$ cat src/rtl/fs_nms_if.sv
// rtl/fs_nms_if.sv - pixel-in / result-out handshake bundle for the fs_nms stage
interface fs_nms_if #(
  parameter int XW = 6,
  parameter int YW = 6
);
  logic          inValid;
  logic          inReady;
  logic          inSof;
  logic          inCorner;
  logic [7:0]    inScore;
  logic          outValid;
  logic          outReady;
  logic          outCorner;
  logic [7:0]    outScore;
  logic [XW-1:0] outX;
  logic [YW-1:0] outY;
  logic          frameDone;

  modport master (
    output inValid, inSof, inCorner, inScore, outReady,
    input  inReady, outValid, outCorner, outScore, outX, outY, frameDone
  );

  modport slave (
    input  inValid, inSof, inCorner, inScore, outReady,
    output inReady, outValid, outCorner, outScore, outX, outY, frameDone
  );
endinterface

$ cat src/rtl/fs_nms.sv
// rtl/fs_nms.sv - 3x3 non-maximum suppression over the FAST score raster stream
// Optional FS_NMS_TIEBREAK_EN: among equal adjacent maxima only the raster-first survives.
module fs_nms #(
  parameter int WIDTH  = 64,
  parameter int HEIGHT = 48,
  parameter int XW     = $clog2(WIDTH),
  parameter int YW     = $clog2(HEIGHT)
) (
  input  logic   clk,
  input  logic   rst_n,
  fs_nms_if.slave s
);

  logic [XW-1:0] x_q, x_d, cx;
  logic [YW-1:0] y_q, y_d, cy;
  logic [7:0]    line1_q [WIDTH];
  logic [7:0]    line2_q [WIDTH];
  logic [7:0]    win_q [3][3];
  logic [7:0]    win_d [3][3];

  logic          out_valid_q, out_valid_d;
  logic          out_corner_q, out_corner_d;
  logic [7:0]    out_score_q, out_score_d;
  logic [XW-1:0] out_x_q, out_x_d;
  logic [YW-1:0] out_y_q, out_y_d;
  logic          frame_done_q, frame_done_d;

  logic          accept, produce, last_x, last_y, survive;
  logic [7:0]    s_eff, lb1_rd, lb2_rd;
  logic [7:0]    c, nw, n, ne, w, e, sw, so, se;

  assign s.inReady = !out_valid_q || s.outReady;
  assign accept    = s.inValid && s.inReady;
  assign s_eff     = s.inCorner ? s.inScore : 8'd0;

  // Start of frame overrides the raster position, abandoning any partial frame.
  assign cx      = s.inSof ? '0 : x_q;
  assign cy      = s.inSof ? '0 : y_q;
  assign last_x  = (cx == XW'(WIDTH - 1));
  assign last_y  = (cy == YW'(HEIGHT - 1));
  assign produce = (cx >= XW'(2)) && (cy >= YW'(2));

  assign lb1_rd = line1_q[cx];
  assign lb2_rd = line2_q[cx];

  // Neighbourhood of the window as it will be after this pixel shifts in.
  assign c  = win_q[1][2];
  assign nw = win_q[0][1];
  assign n  = win_q[0][2];
  assign ne = lb2_rd;
  assign w  = win_q[1][1];
  assign e  = lb1_rd;
  assign sw = win_q[2][1];
  assign so = win_q[2][2];
  assign se = s_eff;

`ifdef FS_NMS_TIEBREAK_EN
  assign survive = (c > nw) && (c > n) && (c > ne) && (c > w) &&
                   (c >= e) && (c >= sw) && (c >= so) && (c >= se);
`else
  assign survive = (c >= nw) && (c >= n) && (c >= ne) && (c >= w) &&
                   (c >= e) && (c >= sw) && (c >= so) && (c >= se);
`endif

  always_comb begin
    x_d          = x_q;
    y_d          = y_q;
    win_d        = win_q;
    out_valid_d  = out_valid_q;
    out_corner_d = out_corner_q;
    out_score_d  = out_score_q;
    out_x_d      = out_x_q;
    out_y_d      = out_y_q;
    frame_done_d = frame_done_q;
    if (accept) begin
      x_d = last_x ? '0 : cx + XW'(1);
      y_d = last_x ? (last_y ? '0 : cy + YW'(1)) : cy;
      for (int r = 0; r < 3; r++) begin
        win_d[r][0] = win_q[r][1];
        win_d[r][1] = win_q[r][2];
      end
      win_d[0][2]  = lb2_rd;
      win_d[1][2]  = lb1_rd;
      win_d[2][2]  = s_eff;
      out_valid_d  = produce;
      frame_done_d = produce && last_x && last_y;
      if (produce) begin
        out_corner_d = (c != 8'd0) && survive;
        out_score_d  = c;
        out_x_d      = cx - XW'(1);
        out_y_d      = cy - YW'(1);
      end
    end else if (s.outReady) begin
      out_valid_d  = 1'b0;
      frame_done_d = 1'b0;
    end
  end

  always_ff @(posedge clk or negedge rst_n) begin
    if (!rst_n) begin
      x_q          <= '0;
      y_q          <= '0;
      win_q        <= '{default: '0};
      out_valid_q  <= 1'b0;
      out_corner_q <= 1'b0;
      out_score_q  <= '0;
      out_x_q      <= '0;
      out_y_q      <= '0;
      frame_done_q <= 1'b0;
    end else begin
      x_q          <= x_d;
      y_q          <= y_d;
      win_q        <= win_d;
      out_valid_q  <= out_valid_d;
      out_corner_q <= out_corner_d;
      out_score_q  <= out_score_d;
      out_x_q      <= out_x_d;
      out_y_q      <= out_y_d;
      frame_done_q <= frame_done_d;
    end
  end

  // Line buffers are pure storage; every row is rewritten before it is read for a result.
  always_ff @(posedge clk) begin
    if (accept) begin
      line2_q[cx] <= lb1_rd;
      line1_q[cx] <= s_eff;
    end
  end

  assign s.outValid  = out_valid_q;
  assign s.outCorner = out_corner_q;
  assign s.outScore  = out_score_q;
  assign s.outX      = out_x_q;
  assign s.outY      = out_y_q;
  assign s.frameDone = frame_done_q;

endmodule

$ cat src/flat_wrapper.sv
// flat-port wrapper written by rule: the top's interface ports become plain ports
module fs_nms_flat 
#(
  parameter int WIDTH  = 64,
  parameter int HEIGHT = 48,
  parameter int XW     = $clog2(WIDTH),
  parameter int YW     = $clog2(HEIGHT)
)
  (clk, rst_n, s_inValid, s_inSof, s_inCorner, s_inScore, s_outReady, s_inReady, s_outValid, s_outCorner, s_outScore, s_outX, s_outY, s_frameDone);
  fs_nms_if #(.XW(XW), .YW(YW)) s_i ();
  input  logic clk;
  input  logic rst_n;
  input wire logic [$bits(s_i.inValid)-1:0] s_inValid;
  input wire logic [$bits(s_i.inSof)-1:0] s_inSof;
  input wire logic [$bits(s_i.inCorner)-1:0] s_inCorner;
  input wire logic [$bits(s_i.inScore)-1:0] s_inScore;
  input wire logic [$bits(s_i.outReady)-1:0] s_outReady;
  output wire logic [$bits(s_i.inReady)-1:0] s_inReady;
  output wire logic [$bits(s_i.outValid)-1:0] s_outValid;
  output wire logic [$bits(s_i.outCorner)-1:0] s_outCorner;
  output wire logic [$bits(s_i.outScore)-1:0] s_outScore;
  output wire logic [$bits(s_i.outX)-1:0] s_outX;
  output wire logic [$bits(s_i.outY)-1:0] s_outY;
  output wire logic [$bits(s_i.frameDone)-1:0] s_frameDone;
  assign s_i.inValid = s_inValid;
  assign s_i.inSof = s_inSof;
  assign s_i.inCorner = s_inCorner;
  assign s_i.inScore = s_inScore;
  assign s_i.outReady = s_outReady;
  assign s_inReady = s_i.inReady;
  assign s_outValid = s_i.outValid;
  assign s_outCorner = s_i.outCorner;
  assign s_outScore = s_i.outScore;
  assign s_outX = s_i.outX;
  assign s_outY = s_i.outY;
  assign s_frameDone = s_i.frameDone;
  fs_nms #(.WIDTH(WIDTH), .HEIGHT(HEIGHT), .XW(XW), .YW(YW)) u_core (.clk(clk), .rst_n(rst_n), .s(s_i));
endmodule
$ cat config.mk
export PLATFORM = sky130hd
export DESIGN_NAME = fs_nms_flat
export DESIGN_NICKNAME = d
export VERILOG_FILES = /design/src/rtl/fs_nms_if.sv /design/src/rtl/fs_nms.sv /design/src/flat_wrapper.sv
export SDC_FILE = /design/constraint.sdc
export NUM_CORES = 1
export LEC_CHECK = 0
export BUFFER_PORTS_ARGS = -buffer_cell sky130_fd_sc_hd__clkbuf_2
export CAP_MARGIN = 10
export CORE_AREA = 2 2 374 228
export CTS_CLUSTER_DIAMETER = 30
export DETAILED_ROUTE_END_ITERATION = 12
export DIE_AREA = 0 0 376 230
export PLACE_DENSITY = 0.67
export SETUP_SLACK_MARGIN = 0.5
export SLEW_MARGIN = 10
export SYNTH_ARGS = -nofsm -noshare
export SYNTH_HDL_FRONTEND = slang
export SYNTH_SLANG_ARGS = --single-unit
$ cat constraint.sdc
create_clock -name clk -period 4.6 [get_ports clk]
set_input_delay 0.46 -clock clk [delete_from_list [all_inputs] [get_ports clk]]
set_output_delay 0.46 -clock clk [all_outputs]
set_load 0.005 [all_outputs]
**Word-level counts from Yosys, hierarchy flattened**

Memories as Yosys holds them, arrays and structs flattened.
Cells that the tools add are included.

- Register bits after elaboration: 83
- RAM bits: 1024
- Input bits: 14
- Output and inout port bits: 24
- Memories kept: 2

Memories:

| name | words | width | read ports | clocked after memory_dff | write ports | RTL line | RTL |
|---|---|---|---|---|---|---|---|
| u_core.line1_q | 64 | 8 | 1 | 0 | 1 | fs_nms.sv:16 | `logic [7:0] line1_q [WIDTH];` |
| u_core.line2_q | 64 | 8 | 1 | 0 | 1 | fs_nms.sv:17 | `logic [7:0] line2_q [WIDTH];` |

- $add $sub $neg: 4
- $lt $le $gt $ge: 10
- Equality and inequality tests: 2
- Multiplexer cells: 11
- Reduce and logical (&&, ||, !) cells: 17

Operators with widths:

| kind | count |
|---|---|
| $ge A8 B8 Y1 | 8 |
| $mux W6 | 5 |
| $add A6 B1 Y6 const B | 2 |
| $eq A6 B6 Y1 const B | 2 |
| $ge A6 B2 Y1 const B | 2 |
| $logic_and A1 B1 Y1 | 12 |
| $sub A6 B1 Y6 const B | 2 |
| $mux W8 | 1 |
| $reduce_bool A8 Y1 | 1 |
| $mux W1 | 5 |
| $reduce_and A2 Y1 | 1 |
| $reduce_bool A2 Y1 | 1 |
| $logic_not A1 Y1 | 1 |
| $logic_or A1 B1 Y1 | 1 |

**Longest topological paths before layout**

An unclocked memory read counts as a cell.

- Depth in word-level cells: 10
- Gate-level depth with buffers: 17
- Gate-level depth less buffers: 13

**Least setup slack after synthesis**

Ideal clock, no wire load.

- Kind: input to register
- Start: in s_inSof
- End: reg u_core.out_corner_q, in the netlist u_core.s.outCorner
- Arrival time: 3.941 ns
- Required time: 4.468 ns
- Setup slack: 0.527 ns
- Stages: 14
- Cell sequence: buf_6 > buf_2 > nor2_1 > clkbuf_1 > o22ai_1 > o311ai_0 > o311a_1 > ha_1 > nand2b_1 > a211o_1 > o2111ai_1 > a21oi_1 > o32ai_1 > o41ai_1

RTL lines:

| item | RTL line | RTL |
|---|---|---|
| from (decl) | flat_wrapper.sv:14 | `input wire logic [$bits(s_i.inSof)-1:0] s_inSof;` |
| $mux W6 | fs_nms.sv:37 | `assign cx = s.inSof ? '0 : x_q;` |
| $mem_v2 Z64 W8 | -- |  |
| via u_core.e[0] | fs_nms.sv:30 | `logic [7:0] c, nw, n, ne, w, e, sw, so, se;` |
| $ge A8 B8 Y1 | fs_nms.sv:62 | `(c >= e) && (c >= sw) && (c >= so) && (c >= se);` |
| $logic_and A1 B1 Y1 | fs_nms.sv:61 | `assign survive = (c >= nw) && (c >= n) && (c >= ne) && (c >= w) &&` |
| $logic_and A1 B1 Y1 (3 in a row) | fs_nms.sv:62 |  |
| $logic_and A1 B1 Y1 | fs_nms.sv:88 | `out_corner_d = (c != 8'd0) && survive;` |
| to (signal assigned) | fs_nms.sv:115 | `out_corner_q <= out_corner_d;` |
| to (decl) | fs_nms.sv:22 | `logic out_corner_q, out_corner_d;` |

The timed path passes the listed nets, and every way through them passes these cells.
A chain may end at the register's enable or synchronous reset.

**Final worst setup path**

- Start: reg u_core.x_q[1]
- End: reg u_core.out_corner_q, in the netlist u_core.s.outCorner

RTL lines:

| item | RTL line | RTL |
|---|---|---|
| from (decl) | fs_nms.sv:14 | `logic [XW-1:0] x_q, x_d, cx;` |
| from (signal assigned) | fs_nms.sv:101 | `x_q <= '0;` |
| from (signal assigned) | fs_nms.sv:111 | `x_q <= x_d;` |
| $mux W6 | fs_nms.sv:37 |  |
| $mem_v2 Z64 W8 | -- |  |
| via u_core.e[5] | fs_nms.sv:30 |  |
| $ge A8 B8 Y1 | fs_nms.sv:62 |  |
| $logic_and A1 B1 Y1 | fs_nms.sv:61 |  |
| $logic_and A1 B1 Y1 (3 in a row) | fs_nms.sv:62 |  |
| $logic_and A1 B1 Y1 | fs_nms.sv:88 |  |

The timed path passes the listed nets, and every way through them passes these cells.

==> results.cfg <==
[worst_setup_path]
crit_arrival_ns = 4.73
rr_worst_depth = 13
crit_required_ns = 5.24
cp-end-kind = register
cp-start-kind = register
crit_type = reg2reg
critPathMaxFanout = 24

[final_layout]
syn2layout_area_growth_pct = 17.4
final_cell_mix = edfxtp_1, buf_4, mux2i_1
final_nets = 3292
fin_cells = 4419
fin_area_um2 = 53100
final_common_cell = edfxtp_1
drive_above_1_share_pct = 19.2

[place]
hpwlAfterDp_um = 92100
place.gp.congestion = 1.06
dpl_cell_area_um2 = 47900
port_buffers = 37
numPlacedInstances = 4128

[yosys]
synth-seq-cells = 1107
synth.area.top_cells = edfxtp_1, mux2i_1, dfrtp_1
syn-num-nets = 3024
synth_top_area_share_pct = 68.0
syn_inst = 2940
ys_seq_area_share_pct = 72.6
synth_area_leader_cell = edfxtp_1
synth_edf_count = 1024
mappedNetlistArea_um2 = 45200
syn_area_per_cell_um2 = 15.4
yosysWarnings = 0
async_reset_ff_share_pct = 7.50
synthFlopType = edfxtp_1
synth_cell_types = 85

[cts]
cts_tree = built
cts-root-buf = clkbuf_16
clock_latency_ns = 0.76
cts_max_path_buffers = 3
clkSlewWorstSetupHoldPaths_ns = 0.06
cts_buffers = 145
cts.sinks = 1107
cts_max_level = 4

[routing]
wl_per_cell_um = 32.6
first_pass_iters = 7
first_iter_violations = 5404
num_vias = 29900
drt_wl_total_um = 144000
remaining_drc_errors = 0
avgViaCountPerCell = 6.77
antenna_left = 0

[min_path]
holdCritPathClass = in2reg
hold_depth = 3

[timing]
setup_violations = 0
final.setup.tns_ns = 0
slew_viol_final = 0
tightest_slew_ns = 1.31
period_needed_ns = 4.09
finalCritPeriodShare_pct = 89.0
maxSlewHeadroom_pct = 12.2
rsz0062_at_grt = false
hold_viol = 0
max_freq_mhz = 244
finClkSkew_ns = 0.0346

[global_routing]
gr-total-overflow = 0
antenna_found_initial = 11
use_met3_pct = 13.9
grt_max_degree = 66
grt_first_pass_wirelength_um = 203000
grt_pass1_vias = 28200
use_met2_pct = 44.3
grt_usage_pct = 33.2
grt_use_met1_pct = 49.0
busiest_layer = met1

[floorplan]
die_y_um = 230
coreArea_um2 = 82900
dieArea_um2 = 86500
initial_core_util_pct = 54.5
die_w_um = 376
io_pins = 38
rows = 82

[power]
vdd_drop_max_uv = 366
powerDensity_nw_per_um2 = 479
p_total_uw = 25400
leakagePower_uw = 0.0189

[run]
max_cap_violations = 0

[run_status]
status = finished clean
## critical path, cell delays in order (launching register included)
cell	delay, ns
dfrtp_4	0.67
buf_4	0.37
or3_1	0.24
buf_4	0.27
a21o_1	0.15
a41oi_1	0.27
a2111oi_2	0.68
and4bb_2	0.35
inv_1	0.07
ha_1	0.27
nand3_1	0.08
a21oi_1	0.16
o32ai_1	0.12
o41ai_1	0.25
## layer usage
| metal | vias up | routed length, µm | share of wire (%) |
|---|---|---|---|
| li1 | 12200 | - | - |
| met4 | 10 | 4330 | 3.0 |
| met5 | - | 107 | 0.074 |
| met1 | 15000 | 57700 | 40 |
| met3 | 336 | 23900 | 17 |
| met2 | 2420 | 58200 | 40 |
## final cells by class
type | instances | area (µm²)
multi-input cells | 1587 | 11300
clock buffers | 168 | 3840
fillers | 5876 | 29800
well taps | 1092 | 1370
diodes | 1 | 2.50
flip-flops and latches | 1107 | 32800
inverters | 60 | 225
clock inverters | 97 | 991
repair buffers | 307 | 2490
## registers in the layout, indices dropped and copies added (netlist names), 8 cells and up
name               cells
u_core.w               8
u_core.sw              8
u_core.nw              8
u_core.line1_q       512
u_core.line2_q       512
u_core.n               8
u_core.c               8
u_core.so              8
u_core.s.outScore      8
## per-stage QoR
stage | hold slack [ns] | setup WS [ns] | util [%]
floorplan | 0.164 | 0.527 | -
global placement | 0.466 | 0.109 | 57.8
detailed placement | 0.472 | 0.216 | 57.8
CTS | 0.0301 | 0.516 | 63.7
global route | 0.0759 | 0.517 | 64.0
finish | 0.0488 | 0.506 | 64.0
## synthesized netlist by cell type (11+ instances only)
library cell  number
nor3_1            15
buf_4             27
a31oi_1           18
nand3_1           25
nor2_1           171
ha_1              70
o22ai_1          130
a211oi_1          40
o22a_1            26
a21oi_1           92
nor4_1            23
o2111ai_1         20
clkbuf_1          64
edfxtp_1        1024
dfrtp_1           83
buf_1             14
mux2i_1          224
o221ai_1          15
a221o_1           16
and2_1            11
a2bb2oi_1         22
mux2_2            42
or2_2             11
nor2b_1           35
o211ai_1          14
inv_1             59
a22oi_1           72
nand2_1          147
nor3b_1           27
buf_2             72
o21ai_0          114
a21o_1            18
nand2b_1          23
## what timing repair did
item | 4_1_cts | 5_1_grt
gates resized for setup | 6 | 14
endpoints found under the setup margin | 40 | 61
pin swaps | 0 | 3
cloned | 0 | 2
endpoints found under the hold margin | 47 | 0
hold buffers | 1 | 0
buffers inserted | 1 | 21
## final timing paths
kind	from	to	slack (ns)
worst min-delay path	s_outReady	u_core.s.outValid$_DFFE_PN0P_	0.05
max in group asynchronous	rst_n	u_core.c[0]$_DFFE_PN0P_	3.27
worst max register to register	u_core.x_q[1]$_DFFE_PN0P_	u_core.s.outCorner$_DFFE_PN0P_	0.51
worst min register to register	u_core.s.outY[5]$_DFFE_PN0P_	u_core.s.outY[5]$_DFFE_PN0P_	0.49
worst max-delay path	u_core.x_q[1]$_DFFE_PN0P_	u_core.s.outCorner$_DFFE_PN0P_	0.51
min in group asynchronous	rst_n	u_core.s.outScore[1]$_DFFE_PN0P_	0.32
## cells by family (layout without fill, tap and decap cells)
family / count (synthesis) / after routing / synth area share [%]
AOI/OAI and AO/OA: 696 / 696 / 10.6
xor gates and xnor gates: 6 / 6 / 0.116
adders and majority gates: 70 / 70 / 1.94
buffers and inverters: 247 / 632 / 2.64
DFF: 1107 / 1107 / 72.6
muxes: 268 / 268 / 6.10
other: 0 / 1 / 0
and+or+nand+nor: 546 / 547 / 5.96
## where the power goes
| part | total [µW] | internal [µW] | switching [µW] |
|---|---|---|---|
| clock | 11200 | 6740 | 4480 |
| sequential | 11500 | 11300 | 148 |
| combinational | 2710 | 874 | 1840 |
| total | 25400 | 19000 | 6470 |
(Power assumes the default switching activity.)
